==> config.mk <==
export PLATFORM = sky130hd
export DESIGN_NAME = stim_sequencer
export DESIGN_NICKNAME = d
export VERILOG_FILES = /design/src/rtl/stim_sequencer.sv
export SDC_FILE = /design/constraint.sdc
export NUM_CORES = 1
export LEC_CHECK = 0
export ABC_AREA = 0
export CAP_MARGIN = 10
export CELL_PAD_IN_SITES_DETAIL_PLACEMENT = 1
export CELL_PAD_IN_SITES_GLOBAL_PLACEMENT = 1
export CORE_ASPECT_RATIO = 1.5
export CORE_UTILIZATION = 48
export DETAILED_ROUTE_END_ITERATION = 6
export PLACE_DENSITY = 0.89
export SYNTH_ARGS = -nofsm -noshare
export SYNTH_HDL_FRONTEND = slang
export SYNTH_SLANG_ARGS = --single-unit
==> constraint.sdc <==
create_clock -name clock -period 4.9 [get_ports clock]
set_input_delay 0.98 -clock clock [delete_from_list [all_inputs] [get_ports clock]]
set_output_delay 0.98 -clock clock [all_outputs]
set_load 0.1 [all_outputs]
==> src/rtl/stim_sequencer.sv <==
// Vector-memory stimulus sequencer: plays stored entries one per cycle.
// Optional continuous replay is enabled by defining STIM_SEQUENCER_LOOP_EN.
module stim_sequencer #(
  parameter int WIDTH = 2,
  parameter int DEPTH = 16,
  parameter int AW    = 4
) (
  input  logic             clock,
  input  logic             reset,
  input  logic             wr_en,
  input  logic [AW-1:0]    wr_addr,
  input  logic [WIDTH:0]   wr_data,
  input  logic [AW:0]      length,
  input  logic             start,
  input  logic             stop,
  input  logic             loop_en,
  output logic [WIDTH-1:0] stim_out,
  output logic             obs,
  output logic [AW:0]      pc,
  output logic             busy,
  output logic             done,
  output logic             wr_err,
  output logic [7:0]       loop_cnt
);

  typedef enum logic [1:0] {
    IDLE = 2'd0,
    RUN  = 2'd1,
    DONE = 2'd2
  } state_t;

  localparam logic [AW:0] DMAX = (AW+1)'(DEPTH);

  state_t         state;
  logic [WIDTH:0] mem [DEPTH];
  logic [AW:0]    len_q;
  logic [AW:0]    len_clamp;
  logic           wr_ok;
  logic [WIDTH:0] head;
  logic [WIDTH:0] nxt;

`ifdef STIM_SEQUENCER_LOOP_EN
  logic           loop_q;
`else
  logic           unused_loop;
  assign unused_loop = loop_en;
`endif

  assign len_clamp = (length > DMAX) ? DMAX : length;
  assign wr_ok     = wr_en && (state != RUN)
                     && ({1'b0, wr_addr} < DMAX);
  assign head      = mem[0];
  assign nxt       = mem[pc[AW-1:0]];

  // Vector memory write port; contents survive reset.
  always_ff @(posedge clock) begin
    if (!reset && wr_ok)
      mem[wr_addr] <= wr_data;
  end

  // Playback FSM with registered outputs.
  always_ff @(posedge clock) begin
    if (reset) begin
      state    <= IDLE;
      stim_out <= '0;
      obs      <= 1'b0;
      pc       <= '0;
      busy     <= 1'b0;
      done     <= 1'b0;
      wr_err   <= 1'b0;
      loop_cnt <= '0;
      len_q    <= '0;
`ifdef STIM_SEQUENCER_LOOP_EN
      loop_q   <= 1'b0;
`endif
    end else begin
      wr_err <= wr_en && !wr_ok;
      unique case (state)
        RUN: begin
          if (stop) begin
            state <= IDLE;
            busy  <= 1'b0;
            obs   <= 1'b0;
          end else if (pc == len_q) begin
`ifdef STIM_SEQUENCER_LOOP_EN
            if (loop_q) begin
              stim_out <= head[WIDTH-1:0];
              obs      <= head[WIDTH];
              pc       <= (AW+1)'(1);
              if (loop_cnt != 8'hff)
                loop_cnt <= loop_cnt + 8'd1;
            end else
`endif
            begin
              state <= DONE;
              busy  <= 1'b0;
              done  <= 1'b1;
              obs   <= 1'b0;
            end
          end else begin
            stim_out <= nxt[WIDTH-1:0];
            obs      <= nxt[WIDTH];
            pc       <= pc + (AW+1)'(1);
          end
        end
        default: begin
          if (start) begin
            loop_cnt <= '0;
            len_q    <= len_clamp;
`ifdef STIM_SEQUENCER_LOOP_EN
            loop_q   <= loop_en;
`endif
            if (len_clamp == '0) begin
              state <= DONE;
              done  <= 1'b1;
              busy  <= 1'b0;
              obs   <= 1'b0;
              pc    <= '0;
            end else begin
              state    <= RUN;
              busy     <= 1'b1;
              done     <= 1'b0;
              stim_out <= head[WIDTH-1:0];
              obs      <= head[WIDTH];
              pc       <= (AW+1)'(1);
            end
          end
        end
      endcase
    end
  end

endmodule

==> results.sh, run 1 <==
export IMPL_outcome="finished clean"
export IMPL_cts_root_buffer="clkbuf_8"
export IMPL_finalSetupViolations=0
export IMPL_die_h_um=97.4
export IMPL_drc=0
export IMPL_swShare_pct=26.3
export IMPL_grt_total_usage_pct=24.1
export IMPL_rrSetupSlack_ns=2.54
export IMPL_syn_cell_area_um2=2910
export IMPL_vias=1841
export IMPL_layout_drive_gt1_share_pct=8.00
export IMPL_synthArstFlopShare_pct=0
export IMPL_ant_nets=0
export IMPL_arrival_ns=2.00
export IMPL_p_leak_nw=1.16
export IMPL_crit_buf_inv=1
export IMPL_antenna_found_initial=0
export IMPL_holdBufCountCts=0
export IMPL_seqPwrFrac_pct=49.1
export IMPL_firstDrtPassIters=5
export IMPL_fmax_mhz=336
export IMPL_dieArea_um2=6390
export IMPL_required_ns=3.92
export IMPL_worstMarginPinSlew_ns=0.986
export IMPL_p_comb_share_pct=13.0
export IMPL_dp_hpwl_um=5070
export IMPL_slowest_delay_ns=1.19
export IMPL_synth_seq_cells=69
export IMPL_period_share_pct=60.8
export IMPL_rows=34
export IMPL_layout_commonest_cell="edfxtp_1"
export IMPL_p_int_mw=0.975
export IMPL_postCtsResizedCells=0
export IMPL_gp_congestion=0.746
export IMPL_finalClockSkew_ns=0.00854
export IMPL_h_tree_depth=3
export IMPL_p_per_area_nw_per_um2=384
export IMPL_ir_drop_mv=0.295
export IMPL_synth_edf_count=48
export IMPL_drt_wl_total_um=6830
export IMPL_finalCriticalPeriod_ns=2.98
export IMPL_final_cell_mix="edfxtp_1 (48), clkdlybuf4s50_1 (27), dfxtp_1 (21)"
export IMPL_end_kind="output port"
export IMPL_avgSynthCellArea_um2=13.7
export IMPL_yosysTopAreaCell="edfxtp_1"
export IMPL_vias_per_cell=5.72
export IMPL_die_w_um=65.6
export IMPL_hp_class="flip-flop to flip-flop"
export IMPL_path_clk_slew_ns=0.07
export IMPL_rsz0062_at_grt="no"
export IMPL_syn_inst=212
export IMPL_cts_tree="yes"
export IMPL_p_switching_mw=0.348
export IMPL_power_mw=1.32
export IMPL_netlist_area_leader_share_pct=49.5
export IMPL_final_nets=264
export IMPL_yosysSeqAreaShare_pct=63.9
export IMPL_fin_util_pct=59.0
export IMPL_synth_area_leaders="edfxtp_1 (49%), dfxtp_1 (14%), mux4_1 (9.0%)"
export IMPL_clk_path_buf_depth=2
export IMPL_relSlewSlack_pct=34.1
export IMPL_drt_wirelength_per_cell_um=21.2
export IMPL_cp_depth=1
export IMPL_crit_slowest_cell="clkdlybuf4s50_1"
export IMPL_yosysWarnings=0
export IMPL_hold_viol_final=0
export IMPL_initial_utilization_pct=50.0
export IMPL_cts_buffers=9
export IMPL_grt_pass1_wl_um=10700
export IMPL_clock_latency_ns=0.34
export IMPL_cts_setup_buffers=0
export IMPL_ff2ff_path_depth=5
export IMPL_timing_max_transition_violations_final=0
export IMPL_max_cap_violations=0
export IMPL_grt_overflow=0
export IMPL_crit_type="flip-flop to output port"
export IMPL_path_delay_family="buffers and inverters"
export IMPL_synth_ff_type="edfxtp_1"
export IMPL_drtIter0Drc=126
export IMPL_startpoint_type="flip-flop"
export IMPL_core_region_area_um2=5830
export IMPL_n_antenna_cell=0
export IMPL_port_buffers=27
export IMPL_syn_to_final_growth_pct=18.1
export IMPL_fin_setup_tns_ns=0
export IMPL_cp_cell_sequence="clkdlybuf4s50_1"
export IMPL_hold_depth=2
export IMPL_grt_pass1_vias=1969
export IMPL_clock_sinks=69
export IMPL_ios=37
export IMPL_clock_power_share_pct=37.9
export IMPL_synth_distinct_cells=37
export IMPL_grt_max_degree=17
export IMPL_crit_fanout=7
-- state kept, by name, indices dropped and copies added, names as in the netlist, named ones only --
| name | count |
|---|---|
| mem | 48 |
| len_q | 5 |
| pc | 5 |
| state | 2 |
| stim_out | 2 |
| done | 1 |
| obs | 1 |
| wr_err | 1 |
-- routing by layer --
metal  share of wire [%]  GRT usage (%)  vias to the layer above
li1                    -              -                      860
met1                  36           24.9                      905
met2                  57           43.2                       59
met3                 3.4           6.69                       17
met4                 3.4           11.0                        0
met5                   0              0                        -
-- tightest hold or removal path, stage by stage (launching register included) --
cell     delay (ns)
dfxtp_1        0.32
nand2_1        0.05
a21oi_1        0.05
-- path summary, 6_finish.rpt --
check | startpoint | endpoint
worst min-delay path | len_q[4] | len_q[4]
worst min register to register | len_q[4] | len_q[4]
worst max-delay path | pc[0] | pc[0]
worst max register to register | flip-flop | obs
-- Yosys cell counts, types with 2 or more instances --
| cell type | number |
|---|---|
| mux4_1 | 10 |
| inv_1 | 7 |
| nand2b_1 | 3 |
| o21ai_0 | 4 |
| mux2i_1 | 2 |
| nor3_1 | 6 |
| nand2_1 | 20 |
| buf_4 | 8 |
| or4_1 | 2 |
| clkbuf_1 | 4 |
| mux4_2 | 3 |
| xnor2_1 | 6 |
| dfxtp_1 | 21 |
| edfxtp_1 | 48 |
| nand3_1 | 5 |
| a31oi_1 | 2 |
| o211ai_1 | 5 |
| nor2_1 | 20 |
| o31ai_1 | 2 |
| nand3b_1 | 4 |
| a21oi_1 | 14 |
-- power by group through the flow --
stage | combinational [mW] | sequential, mW | clock, mW
after floorplan | 0.0912 | 0.695 | 0
after global placement | 0.166 | 0.661 | 0
after detailed placement | 0.170 | 0.662 | 0
after CTS | 0.172 | 0.649 | 0.509
after global routing | 0.182 | 0.651 | 0.532
final | 0.172 | 0.649 | 0.502
-- cell families (layout without fill, tap and decap cells) --
kind of cell               count (synthesis)  after routing  synth area share (%)
adders and majority gates                  1              1                 0.429
buffers and inverters                     21             52                  4.04
DFF                                       69             69                  63.9
AOI/OAI and AO/OA                         34             34                  7.34
muxes                                     15             15                  12.0
xor gates and xnor gates                   6              6                  1.80
and+or+nand+nor                           65             65                  10.3
other                                      1              8                 0.129
-- per-stage QoR --
| stage | hold WS [ns] | worst slack, ns | cells | area [um2] |
|---|---|---|---|---|
| final | 0.475 | 1.92 | 322 | 3440 |
| after global routing | 0.500 | 1.86 | 322 | 3440 |
| after CTS | 0.478 | 1.91 | 322 | 3440 |
| after detailed placement | 0.468 | 1.71 | 306 | 3220 |
| after global placement | 0.459 | 1.80 | 306 | 3220 |
| after floorplan | 0.445 | 2.64 | 219 | 2940 |
-- layout make-up --
cell class                      instances  area, um2
Inverter                                7       26.3
Tap cell                               72       90.1
Clock buffer                           11        131
Clock inverter                          5       85.1
Fill cell                             607       2390
Multi-Input combinational cell        129        961
Sequential cell                        69       1860
Timing Repair Buffer                   29        285
(Power assumes the default switching activity.)
==> inputs of run 2 (changes only) <==
--- a/config.mk
+++ b/config.mk
@@ -10,9 +10,9 @@
 export CELL_PAD_IN_SITES_DETAIL_PLACEMENT = 1
 export CELL_PAD_IN_SITES_GLOBAL_PLACEMENT = 1
 export CORE_ASPECT_RATIO = 1.5
-export CORE_UTILIZATION = 48
+export CORE_UTILIZATION = 45
 export DETAILED_ROUTE_END_ITERATION = 6
-export PLACE_DENSITY = 0.89
+export PLACE_DENSITY = 0.85
 export SYNTH_ARGS = -nofsm -noshare
 export SYNTH_HDL_FRONTEND = slang
 export SYNTH_SLANG_ARGS = --single-unit
==> constraint.sdc (replaced) <==
create_clock -name clock -period 2.8 [get_ports clock]
set_input_delay 0.56 -clock clock [delete_from_list [all_inputs] [get_ports clock]]
set_output_delay 0.56 -clock clock [all_outputs]
set_load 0.1 [all_outputs]
==> results.sh, run 2 (synthesized netlist as in run 1, its figures left out) <==
export IMPL_outcome="finished clean"
export IMPL_holdPathEnd="len_q[0]"
export IMPL_slowest_delay_ns=0.56
export IMPL_multi_input_area_um2=961
export IMPL_grt_total_usage_pct=20.0
export IMPL_p_per_area_nw_per_um2=664
export IMPL_ios=37
export IMPL_reg2reg_to="obs"
export IMPL_arrival_ns=2.39
export IMPL_hold_ws_ns=0.468
export IMPL_hp_class="flip-flop to flip-flop"
export IMPL_die_w_um=67.7
export IMPL_h_tree_depth=3
export IMPL_crit_slowest_cell="mux4_1"
export IMPL_dp_hpwl_um=4700
export IMPL_clock_latency_ns=0.34
export IMPL_finalSetupViolations=0
export IMPL_n_antenna_cell=0
export IMPL_grt_pass1_vias=1890
export IMPL_largest_reg_flops=48
export IMPL_ff2ff_path_depth=6
export IMPL_wl_met2_um=3450
export IMPL_syn_to_final_growth_pct=17.7
export IMPL_required_ns=3.03
export IMPL_grt_pass1_wl_um=9530
export IMPL_wl_met1_um=2360
export IMPL_period_share_pct=77.2
export IMPL_highest_layer="met4"
export IMPL_met3_length_um=179
export IMPL_layout_drive_gt1_share_pct=13.9
export IMPL_max_cap_violations=0
export IMPL_core_region_area_um2=6220
export IMPL_initial_utilization_pct=46.9
export IMPL_largest_register="mem"
export IMPL_end_kind="flip-flop"
export IMPL_firstDrtPassIters=4
export IMPL_layout_commonest_cell="edfxtp_1"
export IMPL_worstMarginPinSlew_ns=0.672
export IMPL_rsz0062_at_grt="no"
export IMPL_cts_tree="yes"
export IMPL_n_fill_cell=647
export IMPL_drtIter0Drc=99
export IMPL_clock_sinks=69
export IMPL_timing_max_transition_violations_final=0
export IMPL_p_leak_nw=1.19
export IMPL_path_clk_slew_ns=0.07
export IMPL_cp_cell_sequence="buf_4, mux4_1, mux4_2, inv_1, o22ai_1, o311a_1"
export IMPL_hold_depth=2
export IMPL_fmax_mhz=463
export IMPL_ant_nets=0
export IMPL_dieArea_um2=6810
export IMPL_startpoint_type="flip-flop"
export IMPL_vias_per_cell=5.59
export IMPL_crit_type="flip-flop to flip-flop"
export IMPL_finalCriticalPeriod_ns=2.16
export IMPL_crit_fanout=7
export IMPL_clk_path_buf_depth=2
export IMPL_die_h_um=101
export IMPL_gp_congestion=0.752
export IMPL_fin_setup_tns_ns=0
export IMPL_cts_setup_buffers=0
export IMPL_final_cell_mix="edfxtp_1 (48), dfxtp_1 (21), nor2_1 (20), nand2_1 (20), buf_4 (17)"
export IMPL_relSlewSlack_pct=54.6
export IMPL_drc=0
export IMPL_postCtsResizedCells=0
export IMPL_rrSetupSlack_ns=0.64
export IMPL_final_nets=268
export IMPL_cts_root_buffer="clkbuf_8"
export IMPL_holdBufCountCts=0
export IMPL_rows=35
export IMPL_antenna_found_initial=0
export IMPL_drt_wl_total_um=6120
export IMPL_hp_start="len_q[0]"
export IMPL_grt_overflow=0
export IMPL_port_buffers=27
export IMPL_drt_wirelength_per_cell_um=18.8
export IMPL_ir_drop_mv=0.351
export IMPL_cts_buffers=9
export IMPL_vias=1821
export IMPL_regArea_um2=1860
export IMPL_finalClockSkew_ns=0.00693
export IMPL_grt_max_degree=17
export IMPL_largestRegisters="mem: 48 flops, len_q: 5 flops, pc: 5 flops"
export IMPL_hold_viol_final=0
## run 2: critical path: cells and delay by family (launching register included)
kind | cells | cell delay (ns)
AO/OA/AOI/OAI | 2 | 0.19
multiplexers | 2 | 1.01
buffers and inverters | 2 | 0.31
flip-flops | 1 | 0.54
## run 2: worst max-delay path by stage
| stage | from | to | slack [ns] | cells past startpoint |
|---|---|---|---|---|
| finish | flip-flop | obs | 0.64 | 6 |
| global route | flip-flop | obs | 0.50 | 6 |
| CTS | flip-flop | obs | 0.62 | 6 |
| detailed placement | reset | mem[0][2] | 0.38 | 5 |
| global placement | reset | mem[0][2] | 0.42 | 5 |
| floorplan | state[0] | mem[0][0] | 0.54 | 5 |
## run 2: area by class of cell
cell class | instances | area share (%)
multi-input combinational | 129 | 28.0
clock inverter | 5 | 2.26
tap | 74 | 2.70
clock buffer | 9 | 3.61
timing repair buffer | 33 | 8.39
inverter | 7 | 0.766
sequential | 69 | 54.3
## run 2: through the flow
| stage | total power, mW | cells | utilization (%) | setup WS [ns] | cell area, um2 |
|---|---|---|---|---|---|
| after floorplan | 1.38 | 219 | - | 0.539 | 2940 |
| after global placement | 1.45 | 312 | 51.9 | 0.415 | 3230 |
| after detailed placement | 1.46 | 312 | 51.9 | 0.382 | 3230 |
| after CTS | 2.29 | 326 | 55.2 | 0.623 | 3430 |
| after global routing | 2.34 | 326 | 55.2 | 0.495 | 3430 |
| final | 2.28 | 326 | 55.2 | 0.639 | 3430 |
## run 2: routing by layer
layer / track usage, % / vias to the layer above
met1: 21.8 / 908
met3: 4.52 / 10
met5: 0 / -
met4: 8.51 / 0
met2: 35.8 / 44
li1: - / 859
## run 2: where the power goes
group,switching [mW],internal [mW]
Combinational,0.209,0.0947
Clock,0.354,0.488
Sequential,0.0196,1.11
Total,0.583,1.69
